===== src/rtl/fiber_uart_rx_if.sv =====
`timescale 1ns/1ps
// Byte handshake between fiber_uart_rx (master) and its consumer (slave).
interface fiber_uart_rx_if;
  logic [7:0] rx_data;
  logic       rx_valid;
  logic       rx_ready;

  modport master (output rx_data, output rx_valid, input rx_ready);
  modport slave  (input rx_data, input rx_valid, output rx_ready);
endinterface


===== src/rtl/fiber_uart_rx.sv =====
`timescale 1ns/1ps
// 8N1 UART receiver with one-byte holding register, frame error and overrun pulses.
// Optional macro FIBER_UART_RX_MAJORITY_EN: 2-of-3 majority voting around each bit centre.
module fiber_uart_rx #(
  parameter int CLKS_PER_BIT = 106
) (
  input  logic                   clk,
  input  logic                   rst_n,
  input  logic                   rx,
  fiber_uart_rx_if.master        bus,
  output logic                   frame_err,
  output logic                   overrun,
  output logic                   busy
);

  localparam int CNT_W = $clog2(CLKS_PER_BIT);

  // With voting, the start decision moves one cycle later; every later bit inherits the shift.
`ifdef FIBER_UART_RX_MAJORITY_EN
  localparam int START_DECIDE = CLKS_PER_BIT / 2 + 1;
`else
  localparam int START_DECIDE = CLKS_PER_BIT / 2;
`endif

  localparam logic [CNT_W-1:0] START_CNT = CNT_W'(START_DECIDE);
  localparam logic [CNT_W-1:0] BIT_CNT   = CNT_W'(CLKS_PER_BIT - 1);
  localparam logic [CNT_W-1:0] CNT_ONE   = CNT_W'(1);

  typedef enum logic [2:0] {
    IDLE,
    START,
    DATA,
    STOP,
    BREAK
  } state_e;

  state_e           state_q, state_d;
  logic [CNT_W-1:0] cnt_q, cnt_d;
  logic [2:0]       bit_cnt_q, bit_cnt_d;
  logic [7:0]       shift_q, shift_d;
  logic [7:0]       data_q, data_d;
  logic             valid_q, valid_d;
  logic             frame_err_q, frame_err_d;
  logic             overrun_q, overrun_d;
  logic             busy_q, busy_d;
  logic [1:0]       sync_q, sync_d;
  logic             rxs;
  logic             bit_val;

  assign rxs    = sync_q[1];
  assign sync_d = {sync_q[0], rx};

`ifdef FIBER_UART_RX_MAJORITY_EN
  // hist_q[0] is rxs one cycle ago, hist_q[1] two cycles ago.
  logic [1:0] hist_q, hist_d;
  assign hist_d  = {hist_q[0], rxs};
  assign bit_val = (hist_q[1] & hist_q[0]) | (hist_q[1] & rxs) | (hist_q[0] & rxs);
`else
  assign bit_val = rxs;
`endif

  always_comb begin
    state_d     = state_q;
    cnt_d       = cnt_q;
    bit_cnt_d   = bit_cnt_q;
    shift_d     = shift_q;
    data_d      = data_q;
    valid_d     = valid_q;
    frame_err_d = 1'b0;
    overrun_d   = 1'b0;

    if (valid_q && bus.rx_ready) begin
      valid_d = 1'b0;
    end

    case (state_q)
      IDLE: begin
        if (!rxs) begin
          state_d   = START;
          cnt_d     = '0;
          bit_cnt_d = '0;
        end
      end

      START: begin
        if (cnt_q == START_CNT) begin
          cnt_d   = '0;
          state_d = bit_val ? IDLE : DATA;
        end else begin
          cnt_d = cnt_q + CNT_ONE;
        end
      end

      DATA: begin
        if (cnt_q == BIT_CNT) begin
          cnt_d     = '0;
          shift_d   = {bit_val, shift_q[7:1]};
          bit_cnt_d = bit_cnt_q + 3'd1;
          if (bit_cnt_q == 3'd7) begin
            state_d = STOP;
          end
        end else begin
          cnt_d = cnt_q + CNT_ONE;
        end
      end

      // A consumer taking the old byte on this very edge frees the register for the new one.
      STOP: begin
        if (cnt_q == BIT_CNT) begin
          cnt_d = '0;
          if (bit_val) begin
            state_d = IDLE;
            if (!valid_q || bus.rx_ready) begin
              data_d  = shift_q;
              valid_d = 1'b1;
            end else begin
              overrun_d = 1'b1;
            end
          end else begin
            frame_err_d = 1'b1;
            state_d     = BREAK;
          end
        end else begin
          cnt_d = cnt_q + CNT_ONE;
        end
      end

      BREAK: begin
        if (rxs) begin
          state_d = IDLE;
        end
      end

      default: begin
        state_d = IDLE;
      end
    endcase

    busy_d = (state_d != IDLE);
  end

  always_ff @(posedge clk) begin
    if (!rst_n) begin
      state_q     <= IDLE;
      cnt_q       <= '0;
      bit_cnt_q   <= '0;
      shift_q     <= '0;
      data_q      <= 8'h00;
      valid_q     <= 1'b0;
      frame_err_q <= 1'b0;
      overrun_q   <= 1'b0;
      busy_q      <= 1'b0;
      sync_q      <= 2'b11;
`ifdef FIBER_UART_RX_MAJORITY_EN
      hist_q      <= 2'b11;
`endif
    end else begin
      state_q     <= state_d;
      cnt_q       <= cnt_d;
      bit_cnt_q   <= bit_cnt_d;
      shift_q     <= shift_d;
      data_q      <= data_d;
      valid_q     <= valid_d;
      frame_err_q <= frame_err_d;
      overrun_q   <= overrun_d;
      busy_q      <= busy_d;
      sync_q      <= sync_d;
`ifdef FIBER_UART_RX_MAJORITY_EN
      hist_q      <= hist_d;
`endif
    end
  end

  assign bus.rx_data  = data_q;
  assign bus.rx_valid = valid_q;
  assign frame_err    = frame_err_q;
  assign overrun      = overrun_q;
  assign busy         = busy_q;

endmodule


===== src/flat_wrapper.sv =====
// flat-port wrapper written by rule: the top's interface ports become plain ports
module fiber_uart_rx_flat 
#(
  parameter int CLKS_PER_BIT = 106
)
  (clk, rst_n, rx, frame_err, overrun, busy, bus_rx_data, bus_rx_valid, bus_rx_ready);
  fiber_uart_rx_if bus_i ();
  input  logic clk;
  input  logic rst_n;
  input  logic rx;
  output logic frame_err;
  output logic overrun;
  output logic busy;
  output wire logic [$bits(bus_i.rx_data)-1:0] bus_rx_data;
  output wire logic [$bits(bus_i.rx_valid)-1:0] bus_rx_valid;
  input wire logic [$bits(bus_i.rx_ready)-1:0] bus_rx_ready;
  assign bus_rx_data = bus_i.rx_data;
  assign bus_rx_valid = bus_i.rx_valid;
  assign bus_i.rx_ready = bus_rx_ready;
  fiber_uart_rx #(.CLKS_PER_BIT(CLKS_PER_BIT)) u_core (.clk(clk), .rst_n(rst_n), .rx(rx), .bus(bus_i), .frame_err(frame_err), .overrun(overrun), .busy(busy));
endmodule

===== config.mk =====
export PLATFORM = sky130hd
export DESIGN_NAME = fiber_uart_rx_flat
export DESIGN_NICKNAME = d
export VERILOG_FILES = /design/src/rtl/fiber_uart_rx_if.sv /design/src/rtl/fiber_uart_rx.sv /design/src/flat_wrapper.sv
export SDC_FILE = /design/constraint.sdc
export NUM_CORES = 1
export LEC_CHECK = 0
export CORE_UTILIZATION = 50
export CTS_CLUSTER_SIZE = 10
export DETAILED_ROUTE_END_ITERATION = 10
export GPL_TIMING_DRIVEN = 0
export PLACE_DENSITY = 0.7
export SYNTH_ARGS = -nofsm -noshare
export SYNTH_HDL_FRONTEND = slang
export SYNTH_SLANG_ARGS = --single-unit

===== constraint.sdc =====
create_clock -name clk -period 1.68 [get_ports clk]
set_input_delay 0.336 -clock clk [delete_from_list [all_inputs] [get_ports clk]]
set_output_delay 0.336 -clock clk [all_outputs]
set_load 0.01 [all_outputs]

==> metrics.csv <==
metric,value,unit
status,"finished, violations left",
violated checks,"design-rule violations, negative setup slack",
Core Region,2850,um^2
ys async rst share,0,%
max incr delay on CP,0.35,ns
final antenna-violating net count,0,
synth-to-layout area growth,21.5,%
Worst-path clk slew,0.11,ns
wire length per cell,13.7,um
Hold Path Depth,2,
post-route setup slack,-0.0346,ns
die span in y,58.0,um
design area,1900,um^2
global route overflow,0,
FILL cells,259,
synth warn,0,
post-synthesis mux area share,5.76,%
Post-Syn Nets,176,
Hold Path Class,input pin to register,
critical path endpoint category,register,
DRC Markers,1,
vias in the first global route,1234,
Final #Nets,202,
Clock Path Buffers,2,
# hold bufs at CTS,0,
FP Rows,19,
Critical Path RT,1.91,ns
Final Non-Filler Cells,226,
Post-Route WL,3090,um
DR vias,1222,
share of the core filled with cells,66.7,%
Cell variety after synth,46,
Tmin final,1.71,ns
Commonest cells post-synth,"35 x dfxtp_1, 21 x nand2_1, 12 x nor2b_1",
number of diodes,0,
Synth Area in Adders,3.20,%
clk_skew,0.00466,ns
Die W,58.0,um
post-synthesis sequential area ratio,44.8,%
IO Port Bufs,14,
largest fanout on the critical path,5,
Synth top area share,44.8,%
Sink Count,35,
dpl hpwl,2120,um
Worst VDD drop,0.559,mV
post-synth top area cell,dfxtp_1,
final setup fails,1,
starting density of the core,54.9,%
Final Hold Viols,0,
Root Driver,clkbuf_4,
CP max stage cell,dfxtp_2,
total CTS buffers,5,
ranking of synthesized cells by area,"dfxtp_1 45%, mux2i_1 5.8%, nand2_1 5.0%",
unrepaired setup endpoints after global routing,true,
Simple-Gate Fraction of Synth Area,28.7,%
leakage,0.698,nW
total power draw,1.38,mW
first-pass GRT wire length,5290,um
TritonCTS clock tree,done,
Tightest Pin Transition,0.469,ns
layout cell share with drive strength beyond 1,21.0,%
Placed Cells,213,
Worst setup SP type,register,
maximum number of pins on one net before global-route repair,17,
"Top FF cell, synth",dfxtp_1,
worst relative slew slack,68.7,%
PwrDens,724,nW/um^2
FMAX,583,MHz
Synth Cell Area,1570,um^2
most numerous cell in the Yosys netlist,dfxtp_1,
CP Class,register to register,
Yosys reg bits,35,
Compound-Gate Fraction of Synth Area,9.11,%
period utilisation layout,102,%
total track usage,20.9,%
H-Tree Depth,2,
largest family of logic cells by synthesized area,simple AND/OR/NAND/NOR gates,
critical path arrival,1.95,ns
Post-synth EDFFs,0,
I/O Pins,16,
Via density,5.41,
die area,3360,um^2
maxcap violations,0,
instance area at placement,1740,um^2
Pre-antenna DRT Iters,7,
Post-Synthesis Cells,168,
Slew Limit Fails,0,
R2R depth,7,
DR iter-0 viols,31,
Mapped Avg Cell Area,9.32,um^2
worst skew pair latency,0.34,ns
gp weighted congestion,0.803,
initial antenna violation count,0,
xor and xnor area share after synthesis,2.80,%
critical path cell sequence,inv_2 > ha_4 > and3_4 > and2_4 > nor3b_2 > a41o_1 > or3_1,
[final timing paths]
kind	slack (ns)	end	start
hold reg to reg	0.42	u_core.sync_q[1]$_SDFF_PN1_	u_core.sync_q[0]$_SDFF_PN1_
setup reg to reg	-0.03	u_core.busy$_SDFF_PN0_	u_core.cnt_q[1]$_SDFFE_PN0P_
hold / removal	0.19	u_core.sync_q[0]$_SDFF_PN1_	rst_n
setup / recovery	-0.03	u_core.busy$_SDFF_PN0_	u_core.cnt_q[1]$_SDFFE_PN0P_
[layout make-up]
type / instances / area, um^2 / share of cell area [%]
Buffer: 9 / 78.8 / 4.14
Inverter: 3 / 11.3 / 0.592
Multi-Input combinational cell: 120 / 821 / 43.2
Clock buffer: 6 / 41.3 / 2.17
Clock inverter: 2 / 12.5 / 0.658
Timing Repair Buffer: 20 / 185 / 9.74
Sequential cell: 35 / 713 / 37.5
Tap cell: 31 / 38.8 / 2.04
[per-layer routing]
layer | up-vias | global-route usage, % | routed length (um) | part of all wire (%)
met5 | - | 0 | 0 | 0
met4 | 0 | 8.84 | 44 | 1.4
met3 | 5 | 6.03 | 135 | 4.4
met2 | 27 | 33.5 | 1400 | 45
met1 | 563 | 26.3 | 1510 | 49
li1 | 627 | - | - | -
[through the flow]
stage	worst slack (ns)	hold WS (ns)	setup TNS, ns
global route	-0.0737	0.182	-0.321
finish	-0.0346	0.191	-0.0346
CTS	-0.00596	0.187	-0.00596
global placement	-0.138	0.393	-1.73
detailed placement	-0.197	0.400	-2.59
floorplan	0.00452	0.386	0
[flip-flops by register name (all words and copies together), names as in the netlist]
signal / flops
u_core.bit_cnt_q: 3
u_core.bus.rx_data: 8
u_core.bus.rx_valid: 1
u_core.busy: 1
u_core.cnt_q: 7
u_core.frame_err: 1
u_core.overrun: 1
u_core.shift_q: 8
u_core.state_q: 3
u_core.sync_q: 2
[critical path, delay by kind of cell (launching register included)]
family / cells / cell delay, ns
and+or+nand+nor: 4 / 0.82
DFF: 1 / 0.35
AOI/OAI and AO/OA: 1 / 0.23
adders and majority gates: 1 / 0.17
buffers and inverters: 1 / 0.04
[cells in the final DEF (no fill, tap or decap), types with 4 or more instances in the layout]
| cell | count |
|---|---|
| nand3_1 | 10 |
| nand2b_1 | 4 |
| dfxtp_1 | 29 |
| clkbuf_4 | 6 |
| dfxtp_2 | 4 |
| buf_4 | 7 |
| mux2i_1 | 9 |
| nor2_1 | 11 |
| nand2_1 | 20 |
| nor2b_1 | 12 |
| o21ai_0 | 5 |
| clkdlybuf4s50_1 | 14 |
[power breakdown]
group,switching (mW),leakage (nW),internal [mW],total (mW)
clock network,0.290,0.0282,0.161,0.452
registers,0.00776,0.286,0.835,0.843
logic,0.0441,0.383,0.0388,0.0829
total,0.342,0.698,1.04,1.38
[cell families after synthesis]
logic type      count (synthesis)
compound gates                 21
fa+ha+maj                       4
xor+xnor                        5
buf+inv                        13
flops                          35
mux                             9
simple gates                   81
[timing repair]
item                                    4_1_cts  5_1_grt
endpoints found under the setup margin       23       16
resized for setup                            15        8
setup buffers                                 5        1
pin swaps                                     2        2
Note: power is estimated with default switching activity, not from simulation.
